File: src/rtl/count_window_monitor.sv
// count_window_monitor: classifies counter samples (step/wrap/window with hysteresis); COUNT_MON_DEBOUNCE_EN adds transition debounce
module count_window_monitor #(
  parameter int HYST = 2,
  parameter int WCW = 4,
  parameter int DEB_LEN = 3
) (
  input  logic           clk,
  input  logic           reset,
  input  logic           sample_en,
  input  logic [7:0]     count,
  input  logic [7:0]     hi_thresh,
  input  logic [7:0]     lo_thresh,
  input  logic           clear,
  output logic [1:0]     state,
  output logic           above,
  output logic           below,
  output logic           wrap_up,
  output logic           wrap_dn,
  output logic           jump,
  output logic           alarm,
  output logic [WCW-1:0] wrap_cnt,
  output logic           cfg_err
);
  typedef enum logic [1:0] {INIT = 2'b00, IN_RANGE = 2'b01, ABOVE = 2'b10, BELOW = 2'b11} state_t;
  state_t cur, nxt, tgt;
  logic [7:0] prev, delta;
  logic prev_valid, cfg_bad, is_wu, is_wd, is_jump, wrap_ev, go, set_alarm;
  logic [8:0] exit_hi, exit_lo;
  always_comb begin
    cfg_bad = lo_thresh > hi_thresh;
    exit_hi = ({1'b0, hi_thresh} >= 9'(HYST)) ? {1'b0, hi_thresh} - 9'(HYST) : 9'd0;
    exit_lo = ({1'b0, lo_thresh} + 9'(HYST) > 9'd255) ? 9'd255 : {1'b0, lo_thresh} + 9'(HYST);
    delta = count - prev;
    is_wu = prev_valid && prev == 8'hff && count == 8'h00;
    is_wd = prev_valid && prev == 8'h00 && count == 8'hff;
    is_jump = prev_valid && !is_wu && !is_wd && delta != 8'd0 && delta != 8'd1 && delta != 8'hff;
    wrap_ev = sample_en && (is_wu || is_wd);
    if (cur == INIT || cur == IN_RANGE)
      tgt = count > hi_thresh ? ABOVE : count < lo_thresh ? BELOW : IN_RANGE;
    else if (cur == ABOVE)
      tgt = count < lo_thresh ? BELOW : {1'b0, count} <= exit_hi ? IN_RANGE : ABOVE;
    else
      tgt = count > hi_thresh ? ABOVE : {1'b0, count} >= exit_lo ? IN_RANGE : BELOW;
  end
`ifdef COUNT_MON_DEBOUNCE_EN
  state_t run_tgt;
  logic [7:0] run_cnt, hits;
  always_comb begin
    hits = (tgt == run_tgt ? run_cnt : 8'd0) + 8'd1;
    go = hits >= 8'(DEB_LEN);
  end
  // run counts consecutive samples pointing at the same non-current target
  always_ff @(posedge clk)
    if (reset) begin
      run_tgt <= INIT;
      run_cnt <= 8'd0;
    end else if (sample_en && !cfg_bad && cur != INIT) begin
      run_tgt <= tgt;
      run_cnt <= (tgt == cur || go) ? 8'd0 : hits;
    end
`else
  assign go = 1'b1;
`endif
  always_comb begin
    nxt = (sample_en && !cfg_bad && (cur == INIT || go)) ? tgt : cur;
    set_alarm = nxt != cur && (nxt == ABOVE || nxt == BELOW);
  end
  always_ff @(posedge clk)
    if (reset) cur <= INIT;
    else cur <= nxt;
  always_ff @(posedge clk)
    if (reset) begin
      prev <= 8'd0;
      prev_valid <= 1'b0;
      wrap_up <= 1'b0;
      wrap_dn <= 1'b0;
      jump <= 1'b0;
      alarm <= 1'b0;
      wrap_cnt <= '0;
      cfg_err <= 1'b0;
    end else begin
      cfg_err <= cfg_bad;
      wrap_up <= sample_en && is_wu;
      wrap_dn <= sample_en && is_wd;
      jump <= sample_en && is_jump;
      if (sample_en) begin
        prev <= count;
        prev_valid <= 1'b1;
      end
      alarm <= set_alarm || (alarm && !clear);
      wrap_cnt <= clear ? WCW'(wrap_ev) : (wrap_ev && !(&wrap_cnt)) ? wrap_cnt + 1'b1 : wrap_cnt;
    end
  assign state = cur;
  assign above = cur == ABOVE;
  assign below = cur == BELOW;
endmodule

File: config.mk
export PLATFORM = sky130hd
export DESIGN_NAME = count_window_monitor
export DESIGN_NICKNAME = d
export VERILOG_FILES = /design/src/rtl/count_window_monitor.sv
export SDC_FILE = /design/constraint.sdc
export NUM_CORES = 1
export LEC_CHECK = 0
export BUFFER_PORTS_ARGS = -buffer_cell sky130_fd_sc_hd__buf_2
export CORE_MARGIN = 2
export CORE_UTILIZATION = 58
export CTS_BUF_LIST = sky130_fd_sc_hd__clkbuf_8 sky130_fd_sc_hd__clkbuf_16
export DETAILED_ROUTE_END_ITERATION = 10
export GPL_ROUTABILITY_DRIVEN = 0
export PLACE_DENSITY_LB_ADDON = 0.2
export SYNTH_ARGS = -nofsm -noshare
export SYNTH_HDL_FRONTEND = slang
export SYNTH_SLANG_ARGS = --single-unit
File: constraint.sdc
create_clock -name clk -period 3.5 [get_ports clk]
set_input_delay 0.525 -clock clk [delete_from_list [all_inputs] [get_ports clk]]
set_output_delay 0.525 -clock clk [all_outputs]
set_load 0.05 [all_outputs]
==> metrics.md, run 1 <==
| Metric | Value |
|---|---|
| Quantity of hold-fixing buffers added after cts | `0` |
| Area inside the core boundary | `4290 sq um` |
| Power per unit of standard cell area | `285 nW/um^2` |
| Setup repair after global routing missed its margin | `no` |
| Summed negative setup slack over all endpoints | `0 ns` |
| Synth async-reset ratio | `0%` |
| Mapped Area | `2540 sq um` |
| Critical Setup Path Class | `in2reg` |
| Largest net degree at the start of global routing | `18` |
| Horizontal die dimension | `70.2 um` |
| Highest clock frequency the design can meet | `315 MHz` |
| Final-report hold violation count | `0` |
| Clock buffer count from CTS | `3` |
| Port Buf Inserts | `40` |
| Number of detailed-route iterations in the first pass | `4` |
| Required time of the critical path | `3.65 ns` |
| DR top layer | `met4` |
| Buffers from clock root to sink, at most | `2` |
| Number of antenna diodes | `0` |
| Average wire per cell in the routed design | `14.7 um` |
| Clock-pin transition on the worst setup and hold timing paths | `0.07 ns` |
| FF+latch area | `400 sq um` |
| Final Max Slew Viols | `0` |
| Post-CTS sizing | `0` |
| Most common library cell in the layout ignoring fill and taps | `sky130_fd_sc_hd__ha_1` |
| IR drop worst, VDD | `119 uV` |
| Most frequent cells in the layout | `sky130_fd_sc_hd__ha_1, sky130_fd_sc_hd__buf_2, sky130_fd_sc_hd__nor2_1` |
| Gate Count Post-Synth | `312` |
| Multi-input gate area in the final layout | `2020 sq um` |
| Residual overflow from global routing | `0` |
| Post-synth EDFFs | `0` |
| TritonCTS clock tree | `built` |
| Htree depth | `1` |
| Via-per-instance ratio | `5.92` |
| Iteration-0 DRC Markers | `92` |
| Crit start category | `input pin` |
| Final ANT Viol Nets | `0` |
| Distinct cell type count after synthesis | `55` |
| Power, Total | `0.804 mW` |
| Slowest cell delay on critical path | `0.42 ns` |
| Synth Warn # | `0` |
| CTS root buf | `sky130_fd_sc_hd__clkbuf_8` |
| Top fanout value on the critical path | `8` |
| Number of buffers inserted to repair setup after CTS | `0` |
| Amount of wire on met3 after detailed routing | `177 um` |
| Post-place setup slack | `0.112 ns` |
| Filler cells | `391` |
| Residual DRC count | `0` |
| CP max stage cell | `sky130_fd_sc_hd__or4_1` |
| Crit-path cells | `buf_2 -> inv_1 -> ha_1 -> o2111ai_1 -> or4_1 -> a21oi_1 -> o21bai_1 -> and2_1 -> ha_1 -> a21o_1 -> a31oi_1 -> o21ai_0 -> a21oi_1 -> o221ai_1 -> o21ai_1 -> a32o_1` |
| Number of antenna violations at the first check in global routing | `0` |
| Drt total wl | `5940 um` |
| Lkg Pwr | `1.36 nW` |
| GRT Total Usage | `24.6%` |
| Sink count of the clock tree | `20` |
| Sequential share of the synthesized area | `15.8%` |
| Status | `finished, final reports clean` |
| Stages on the worst setup path | `16` |
| CP arrival | `3.32 ns` |
| IO Pins | `41` |
| Finish-stage setup viols | `0` |
| Worst path bufs/invs | `2` |
| Layout overhead on the synthesized area | `11.3%` |
| Top_reg_cell synth | `sky130_fd_sc_hd__dfxtp_1` |
| Depth of the worst register-to-register path | `10` |
| Effective utilization at floorplan | `59.1%` |
| Largest clock skew in the final design | `0.00419 ns` |
| Worst setup margin | `0.330 ns` |
| Number of synthesized register bits | `20` |
| Share of the clock period used by the worst path after layout | `90.6%` |
| Min cycle time layout | `3.17 ns` |
| Fraction of layout cells with a size suffix above 1 | `15.7%` |
| Worst Hold Path Cells | `1` |
| Relative slew slack | `67.4%` |
| Post-layout nets | `432` |
| Transition time at the pin with the least slew margin | `0.482 ns` |
| Maxcap violations | `0` |
| Global-route wire length before repair | `9980 um` |
| Crit-path leading delay family | `compound AO/OA/AOI/OAI gates` |
| Floorplan die area | `4920 sq um` |
| Number of core rows | `24` |
| Per-instance average area after synthesis | `8.14 sq um` |
| Worst-Skew Late Latency | `0.26 ns` |
| Type of the worst min-delay path | `reg2reg` |
| Nature of the critical path endpoint | `flop` |
| Wire length on met1 | `2720 um` |
| Nets in the synthesized netlist | `391` |
| Detailed placement HPWL | `4870 um` |
| Total met2 wirelength after detailed routing | `2960 um` |
| Total via count in the routed design | `2384` |
| Die Y-Extent | `70.2 um` |
| Via count of the first global-routing pass | `2294` |
[kinds of logic after synthesis]
logic type               count (synthesis)  share of synthesized area, %
flip-flops                              20                          15.8
adder cells (fa/ha/maj)                 51                          25.4
AO/OA/AOI/OAI                           53                          15.2
multiplexers                            12                          4.73
XOR/XNOR                                16                          5.52
buffers and inverters                   30                          4.58
AND/OR/NAND/NOR                        130                          28.8
[per-layer routing]
| layer | up-vias | global-route usage [%] |
|---|---|---|
| li1 | 1229 | - |
| met1 | 1095 | 31.4 |
| met2 | 49 | 44.7 |
| met3 | 11 | 1.44 |
| met4 | 0 | 6.62 |
| met5 | - | 0 |
[state kept, by name, summed over array words and instances (netlist names)]
name and flops:
jump 1, wrap_cnt 4, wrap_up 1, prev 8, prev_valid 1, wrap_dn 1, cfg_err 1, state 2
alarm 1
[path summary, 6_finish.rpt]
kind / startpoint / to / slack (ns)
min: alarm / alarm / 0.50
max: lo_thresh[1] / alarm / 0.33
min reg2reg: alarm / alarm / 0.50
max reg2reg: prev[0] / jump / 1.24
[metrics by stage]
stage / utilization [%] / cell area, sq um / cells / hold WS [ns]
final: 65.8 / 2830 / 403 / 0.497
after global routing: 65.8 / 2830 / 403 / 0.513
after CTS: 65.8 / 2830 / 403 / 0.502
after detailed placement: 64.9 / 2790 / 400 / 0.486
after global placement: 64.9 / 2790 / 400 / 0.465
after floorplan: - / 2540 / 312 / 0.463
[power breakdown]
group | internal [mW] | total (mW) | switching (mW)
sequential | 0.245 | 0.263 | 0.0182
clock | 0.0766 | 0.150 | 0.0729
combinational | 0.156 | 0.392 | 0.236
[cell usage after synthesis, drive strengths merged (3+ instances only)]
| master | number | area [sq um] |
|---|---|---|
| ha | 50 | 626 |
| nor2 | 29 | 109 |
| inv | 26 | 97.6 |
| dfxtp | 20 | 400 |
| a21oi | 17 | 88.8 |
| nand2 | 17 | 63.8 |
| mux2i | 12 | 120 |
| nand3 | 12 | 60.1 |
| nor3 | 12 | 60.1 |
| nand4 | 11 | 68.8 |
| xnor2 | 11 | 96.3 |
| o21ai | 9 | 45.0 |
| nor2b | 8 | 50.1 |
| nand2b | 7 | 43.8 |
| and2 | 5 | 32.5 |
| xor2 | 5 | 43.8 |
| a31oi | 4 | 40.0 |
| and3 | 4 | 25.0 |
| nor4 | 4 | 25.0 |
| o211ai | 4 | 30.0 |
| a21o | 3 | 23.8 |
| and4bb | 3 | 37.5 |
| clkbuf | 3 | 11.3 |
| nor4bb | 3 | 30.0 |
[final cells by class]
class,count,area share [%]
multi-input combinational,262,71.5
tap,52,2.30
inverter,26,3.45
sequential,20,14.2
clock buffer,3,1.46
timing repair buffer,40,7.08
Power figures use the tool's default switching activity.
==> run 2, diff against run 1 <==
--- a/config.mk
+++ b/config.mk
@@ -6,6 +6,7 @@
 export NUM_CORES = 1
 export LEC_CHECK = 0
 export BUFFER_PORTS_ARGS = -buffer_cell sky130_fd_sc_hd__buf_2
+export CORE_ASPECT_RATIO = 1.5
 export CORE_MARGIN = 2
 export CORE_UTILIZATION = 58
 export CTS_BUF_LIST = sky130_fd_sc_hd__clkbuf_8 sky130_fd_sc_hd__clkbuf_16
==> run 2 against run 1 <==
Net effect: sequential cell count is the same; clock skew is 0.0016 ns lower; global-route usage grew 0.57 points; non-clock buffer count stayed put; cell count decreased by 1.5%; sequential power hardly changed; cell area decreased by 0.27%; worst hold slack worse by 0.023 ns; maximum frequency grew 2.5%; critical endpoint unchanged; wire length increased by 1.4%; power down 0.21%; largest power group unchanged.
==> metrics.md, run 2 (synthesis gave the netlist of run 1 again) <==
| Metric | Value |
|---|---|
| Drt total wl | `6020 um` |
| Lkg Pwr | `1.36 nW` |
| Via-per-instance ratio | `6.07` |
| Post-CTS sizing | `0` |
| Htree depth | `1` |
| IR drop worst, VDD | `419 uV` |
| Maxcap violations | `0` |
| Area inside the core boundary | `4210 sq um` |
| Setup repair after global routing missed its margin | `no` |
| Floorplan die area | `4930 sq um` |
| Power per unit of standard cell area | `285 nW/um^2` |
| Relative slew slack | `64.8%` |
| Buffers from clock root to sink, at most | `2` |
| Final Max Slew Viols | `0` |
| Number of antenna diodes | `0` |
| Crit start category | `input pin` |
| Die Y-Extent | `85.0 um` |
| Horizontal die dimension | `58.0 um` |
| Largest net degree at the start of global routing | `18` |
| CTS root buf | `sky130_fd_sc_hd__clkbuf_8` |
| Transition time at the pin with the least slew margin | `0.521 ns` |
| Average wire per cell in the routed design | `15.2 um` |
| Number of detailed-route iterations in the first pass | `4` |
| Number of antenna violations at the first check in global routing | `0` |
| Number of core rows | `29` |
| Required time of the critical path | `3.70 ns` |
| Filler cells | `394` |
| GRT Total Usage | `25.2%` |
| Total via count in the routed design | `2410` |
| Layout overhead on the synthesized area | `11.0%` |
| Largest register by flop count | `prev` |
| Status | `finished, final reports clean` |
| Post-route non-filler standard cell count | `397` |
| Clock buffer count from CTS | `3` |
| CP arrival | `3.29 ns` |
| Post-Place Cells | `394` |
| Critical Setup Path Class | `in2reg` |
| Fraction of layout cells with a size suffix above 1 | `15.7%` |
| Min cycle time layout | `3.09 ns` |
| Global-route wire length before repair | `9890 um` |
| Detailed placement HPWL | `4940 um` |
| Most frequent cells in the layout | `sky130_fd_sc_hd__ha_1, sky130_fd_sc_hd__buf_2, sky130_fd_sc_hd__nor2_1` |
| IO Pins | `41` |
| Number of buffers inserted to repair setup after CTS | `0` |
| Most common library cell in the layout ignoring fill and taps | `sky130_fd_sc_hd__ha_1` |
| Flip-flop count of the largest register, all copies and words added | `8` |
| Post-layout nets | `432` |
| Final-report hold violation count | `0` |
| Top fanout value on the critical path | `8` |
| Largest clock skew in the final design | `0.00258 ns` |
| Nature of the critical path endpoint | `flop` |
| Quantity of hold-fixing buffers added after cts | `0` |
| Final ANT Viol Nets | `0` |
| Summed negative setup slack over all endpoints | `0 ns` |
| Iteration-0 DRC Markers | `136` |
| Clock-pin transition on the worst setup and hold timing paths | `0.07 ns` |
| Share of the clock period used by the worst path after layout | `88.4%` |
| Worst-Skew Late Latency | `0.25 ns` |
| Via count of the first global-routing pass | `2251` |
| Effective utilization at floorplan | `60.3%` |
| Finish-stage setup viols | `0` |
| Residual DRC count | `0` |
| Residual overflow from global routing | `0` |
| TritonCTS clock tree | `built` |
| Port Buf Inserts | `40` |
| Highest clock frequency the design can meet | `323 MHz` |
| Type of the worst min-delay path | `reg2reg` |
| Sink count of the clock tree | `20` |
[run 2: cell counts in the layout (fill, tap and decap cells not counted)]
Identical to the previous run, type by type.
[run 2: final cells by class]
type	instances	area [sq um]	area share, %
multi-input combinational	262	2020	71.7
clock buffer	3	41.3	1.46
inverter	26	97.6	3.46
tap	46	57.6	2.04
sequential	20	400	14.2
timing repair buffer	40	200	7.10
[run 2: power by group]
part | internal [mW] | switching, mW | leakage [nW]
clock network | 0.0764 | 0.0693 | 0.0216
logic | 0.156 | 0.238 | 1.18
registers | 0.245 | 0.0180 | 0.164
total | 0.478 | 0.325 | 1.36
[run 2: worst max-delay path: stages]
cell and delay (ns):
sky130_fd_sc_hd__buf_2 0.15, sky130_fd_sc_hd__inv_1 0.08, sky130_fd_sc_hd__ha_1 0.29, sky130_fd_sc_hd__o2111ai_1 0.14, sky130_fd_sc_hd__or4_1 0.41, sky130_fd_sc_hd__a21oi_1 0.17
sky130_fd_sc_hd__o21bai_1 0.11, sky130_fd_sc_hd__and2_1 0.17, sky130_fd_sc_hd__ha_1 0.29, sky130_fd_sc_hd__a21o_1 0.16, sky130_fd_sc_hd__a31oi_1 0.13, sky130_fd_sc_hd__o21ai_0 0.11
sky130_fd_sc_hd__a21oi_1 0.15, sky130_fd_sc_hd__o221ai_1 0.11, sky130_fd_sc_hd__o21ai_1 0.12, sky130_fd_sc_hd__a32o_1 0.17
[run 2: path summary, 6_finish.rpt]
kind,startpoint,end,slack [ns],depth (start not counted)
worst min register to register,alarm,alarm,0.47,1
worst min-delay path,alarm,alarm,0.47,1
worst max-delay path,lo_thresh[1],alarm,0.41,16
worst max register to register,prev[0],jump,1.23,10
[run 2: routing by layer]
metal | wire, um | up-vias | global-route usage (%)
met2 | 3220 | 63 | 46.5
met4 | 202 | 0 | 10.6
met3 | 220 | 19 | 1.98
li1 | - | 1228 | -
met5 | 0 | - | 0
met1 | 2380 | 1100 | 28.7
[run 2: stage by stage]
stage	power (mW)	area [sq um]	hold WS, ns	utilization [%]	setup WS, ns
floorplan	0.554	2540	0.463	-	0.534
global placement	0.648	2780	0.467	66.0	0.237
detailed placement	0.661	2780	0.473	66.0	0.155
CTS	0.803	2820	0.485	67.0	0.401
global route	0.859	2820	0.513	67.0	0.122
finish	0.803	2820	0.474	67.0	0.406
==> run 3, diff against run 2 <==
--- a/config.mk
+++ b/config.mk
@@ -12,6 +12,7 @@
 export CTS_BUF_LIST = sky130_fd_sc_hd__clkbuf_8 sky130_fd_sc_hd__clkbuf_16
 export DETAILED_ROUTE_END_ITERATION = 10
 export GPL_ROUTABILITY_DRIVEN = 0
+export HOLD_SLACK_MARGIN = 0.03
 export PLACE_DENSITY_LB_ADDON = 0.2
 export SYNTH_ARGS = -nofsm -noshare
 export SYNTH_HDL_FRONTEND = slang
==> constraint.sdc (replaced) <==
create_clock -name clk -period 3 [get_ports clk]
set_input_delay 0.6 -clock clk [delete_from_list [all_inputs] [get_ports clk]]
set_output_delay 0.6 -clock clk [all_outputs]
set_load 0.05 [all_outputs]
==> run 3 against run 2 <==
Net effect: the flow now finishes with violations (negative setup slack); cell count is 7.3% higher; clock skew is 0.00071 ns lower; first-iteration DRC count is 26% lower; setup slack worse by 0.42 ns; clock power is 36% higher; sequential share of layout area is 1.7 points lower; wire length is 15% higher; global-route usage is 3.0 points higher; cell area is 13% higher; core utilization is 9.0 points higher; non-clock buffer count is 28 higher; sequential power is 17% higher.
==> metrics.md, run 3 (synthesis gave the netlist of run 1 again) <==
| Metric | Value |
|---|---|
| Worst-case register-to-register setup slack | `0.77 ns` |
| Power per unit of standard cell area | `321 nW/um^2` |
| Hold Worst Slack | `0.479 ns` |
| Startpoint of the worst register-to-register path | `prev[0]` |
| Required time of the critical path | `3.20 ns` |
| Effective utilization at floorplan | `60.3%` |
| Top fanout value on the critical path | `3` |
| Worst setup margin | `-0.0163 ns` |
| IO Pins | `41` |
| Hold endpoint | `alarm` |
| Total via count in the routed design | `2630` |
| Setup repair after global routing missed its margin | `yes` |
| Most common library cell in the layout ignoring fill and taps | `sky130_fd_sc_hd__ha_1` |
| DR top layer | `met4` |
| Global-route wire length before repair | `11200 um` |
| Critical Setup Path Class | `in2reg` |
| Final Max Slew Viols | `0` |
| Buffers from clock root to sink, at most | `2` |
| Clock buffer count from CTS | `3` |
| Depth of the worst register-to-register path | `10` |
| CP arrival | `3.21 ns` |
| TritonCTS clock tree | `built` |
| Horizontal die dimension | `58.0 um` |
| Post-route non-filler standard cell count | `426` |
| Htree depth | `1` |
| Number of detailed-route iterations in the first pass | `4` |
| Flip-flop count of the largest register, all copies and words added | `8` |
| Nature of the critical path endpoint | `flop` |
| Lkg Pwr | `1.53 nW` |
| Highest clock frequency the design can meet | `332 MHz` |
| Portion of total power attributed to the clock network | `19.3%` |
| CTS root buf | `sky130_fd_sc_hd__clkbuf_8` |
| Worst Hold Path Cells | `1` |
| Internal power component | `0.624 mW` |
| Fraction of layout cells with a size suffix above 1 | `27.6%` |
| Port Buf Inserts | `40` |
| Via-per-instance ratio | `6.17` |
| IR drop worst, VDD | `452 uV` |
| Detailed placement HPWL | `5370 um` |
| Comb pwr share | `50.7%` |
| Relative slew slack | `67.3%` |
| Post-place setup slack | `-0.284 ns` |
| Final ANT Viol Nets | `0` |
| Net switching fraction of the power | `39.3%` |
| Min cycle time layout | `3.02 ns` |
| Number of antenna violations at the first check in global routing | `0` |
| Crit start category | `input pin` |
| Residual DRC count | `0` |
| Share of the clock period used by the worst path after layout | `101%` |
| Type of the worst min-delay path | `reg2reg` |
| Area inside the core boundary | `4210 sq um` |
| Largest register by flop count | `prev` |
| Worst-Skew Late Latency | `0.25 ns` |
| Wire length on met1 | `2580 um` |
| Number of core rows | `29` |
| Status | `finished, violations left` |
| Violated checks | `negative setup slack` |
| Transition time at the pin with the least slew margin | `0.484 ns` |
| Switching component of the power | `0.404 mW` |
| Proportion of power drawn by flip-flops and latches | `30.0%` |
| Amount of wire on met3 after detailed routing | `267 um` |
| GRT Total Usage | `28.2%` |
| Most frequent cells in the layout | `sky130_fd_sc_hd__ha_1, sky130_fd_sc_hd__buf_2, sky130_fd_sc_hd__nor2_1` |
| Average wire per cell in the routed design | `16.2 um` |
| Final-report hold violation count | `0` |
| Source of the worst hold timing path | `alarm` |
| Number of antenna diodes | `0` |
| Largest net degree at the start of global routing | `18` |
| Layout overhead on the synthesized area | `25.9%` |
| Via count of the first global-routing pass | `2584` |
| Iteration-0 DRC Markers | `101` |
| R2R Path End | `jump` |
| Finish-stage setup viols | `1` |
| Startpoint of the most critical setup path | `lo_thresh[1]` |
| Sink count of the clock tree | `20` |
| Residual overflow from global routing | `0` |
| Total met2 wirelength after detailed routing | `3770 um` |
| Post-Place Cells | `419` |
| Drt total wl | `6900 um` |
| Floorplan die area | `4930 sq um` |
| Die Y-Extent | `85.0 um` |
| Maxcap violations | `0` |
| Power, Total | `1.03 mW` |
| Clock-pin transition on the worst setup and hold timing paths | `0.07 ns` |
| Summed negative setup slack over all endpoints | `-0.0163 ns` |
| Post-layout nets | `460` |
| Largest clock skew in the final design | `0.00186 ns` |
run 3: cell type report:
class | count | area [sq um]
clock buffers | 4 | 55.1
fillers | 334 | 1010
inverters | 26 | 103
multi-input cells | 262 | 2150
flip-flops and latches | 20 | 400
well taps | 46 | 57.6
repair buffers | 68 | 427
run 3: layer usage:
| layer | up-vias | global-route usage [%] |
|---|---|---|
| met5 | - | 0 |
| met4 | 0 | 11.4 |
| met3 | 24 | 2.74 |
| met2 | 71 | 53.4 |
| met1 | 1250 | 30.9 |
| li1 | 1285 | - |
run 3: what timing repair did:
| action | in CTS | in global routing |
|---|---|---|
| setup buffers | 0 | 3 |
| hold buffers | 0 | 0 |
| pin swaps | 0 | 14 |
| gates resized for setup | 3 | 27 |
| setup endpoints to repair | 1 | 2 |
run 3: worst max-delay path by stage:
| stage | end | slack, ns | cells after the start |
|---|---|---|---|
| 2_1_floorplan | alarm | 0.007 | 11 |
| 3_3_place_gp | alarm | -0.20 | 16 |
| 3_5_place_dp | alarm | -0.28 | 16 |
| 4_1_cts | alarm | 0.006 | 12 |
| 5_1_grt | alarm | -0.18 | 17 |
| 6_report | alarm | -0.02 | 17 |
run 3: through the flow:
step | instance area, sq um | util [%]
4_1_cts | 3050 | 72.4
3_5_place_dp | 2980 | 70.9
6_report | 3200 | 76.0
3_3_place_gp | 2980 | 70.9
5_1_grt | 3200 | 76.0
2_1_floorplan | 2560 | -
run 3: power groups by stage:
stage / clock (mW) / combinational, mW / sequential [mW]
after CTS: 0.199 / 0.491 / 0.307
after floorplan: 0 / 0.296 / 0.353
final: 0.198 / 0.521 / 0.308
after detailed placement: 0 / 0.487 / 0.313
after global placement: 0 / 0.469 / 0.313
after global routing: 0.212 / 0.577 / 0.311
run 3: critical path, stage by stage:
cell and delay (ns):
sky130_fd_sc_hd__buf_8 0.08, sky130_fd_sc_hd__inv_6 0.03, sky130_fd_sc_hd__ha_4 0.27, sky130_fd_sc_hd__o2111ai_4 0.13, sky130_fd_sc_hd__or4_4 0.50, sky130_fd_sc_hd__a21oi_2 0.17
sky130_fd_sc_hd__o21bai_2 0.11, sky130_fd_sc_hd__buf_4 0.15, sky130_fd_sc_hd__nand2_4 0.07, sky130_fd_sc_hd__ha_4 0.20, sky130_fd_sc_hd__nand2b_4 0.13, sky130_fd_sc_hd__a31oi_1 0.12
sky130_fd_sc_hd__o21ai_1 0.08, sky130_fd_sc_hd__a21oi_1 0.15, sky130_fd_sc_hd__o221ai_1 0.13, sky130_fd_sc_hd__o21ai_1 0.12, sky130_fd_sc_hd__a32o_1 0.16
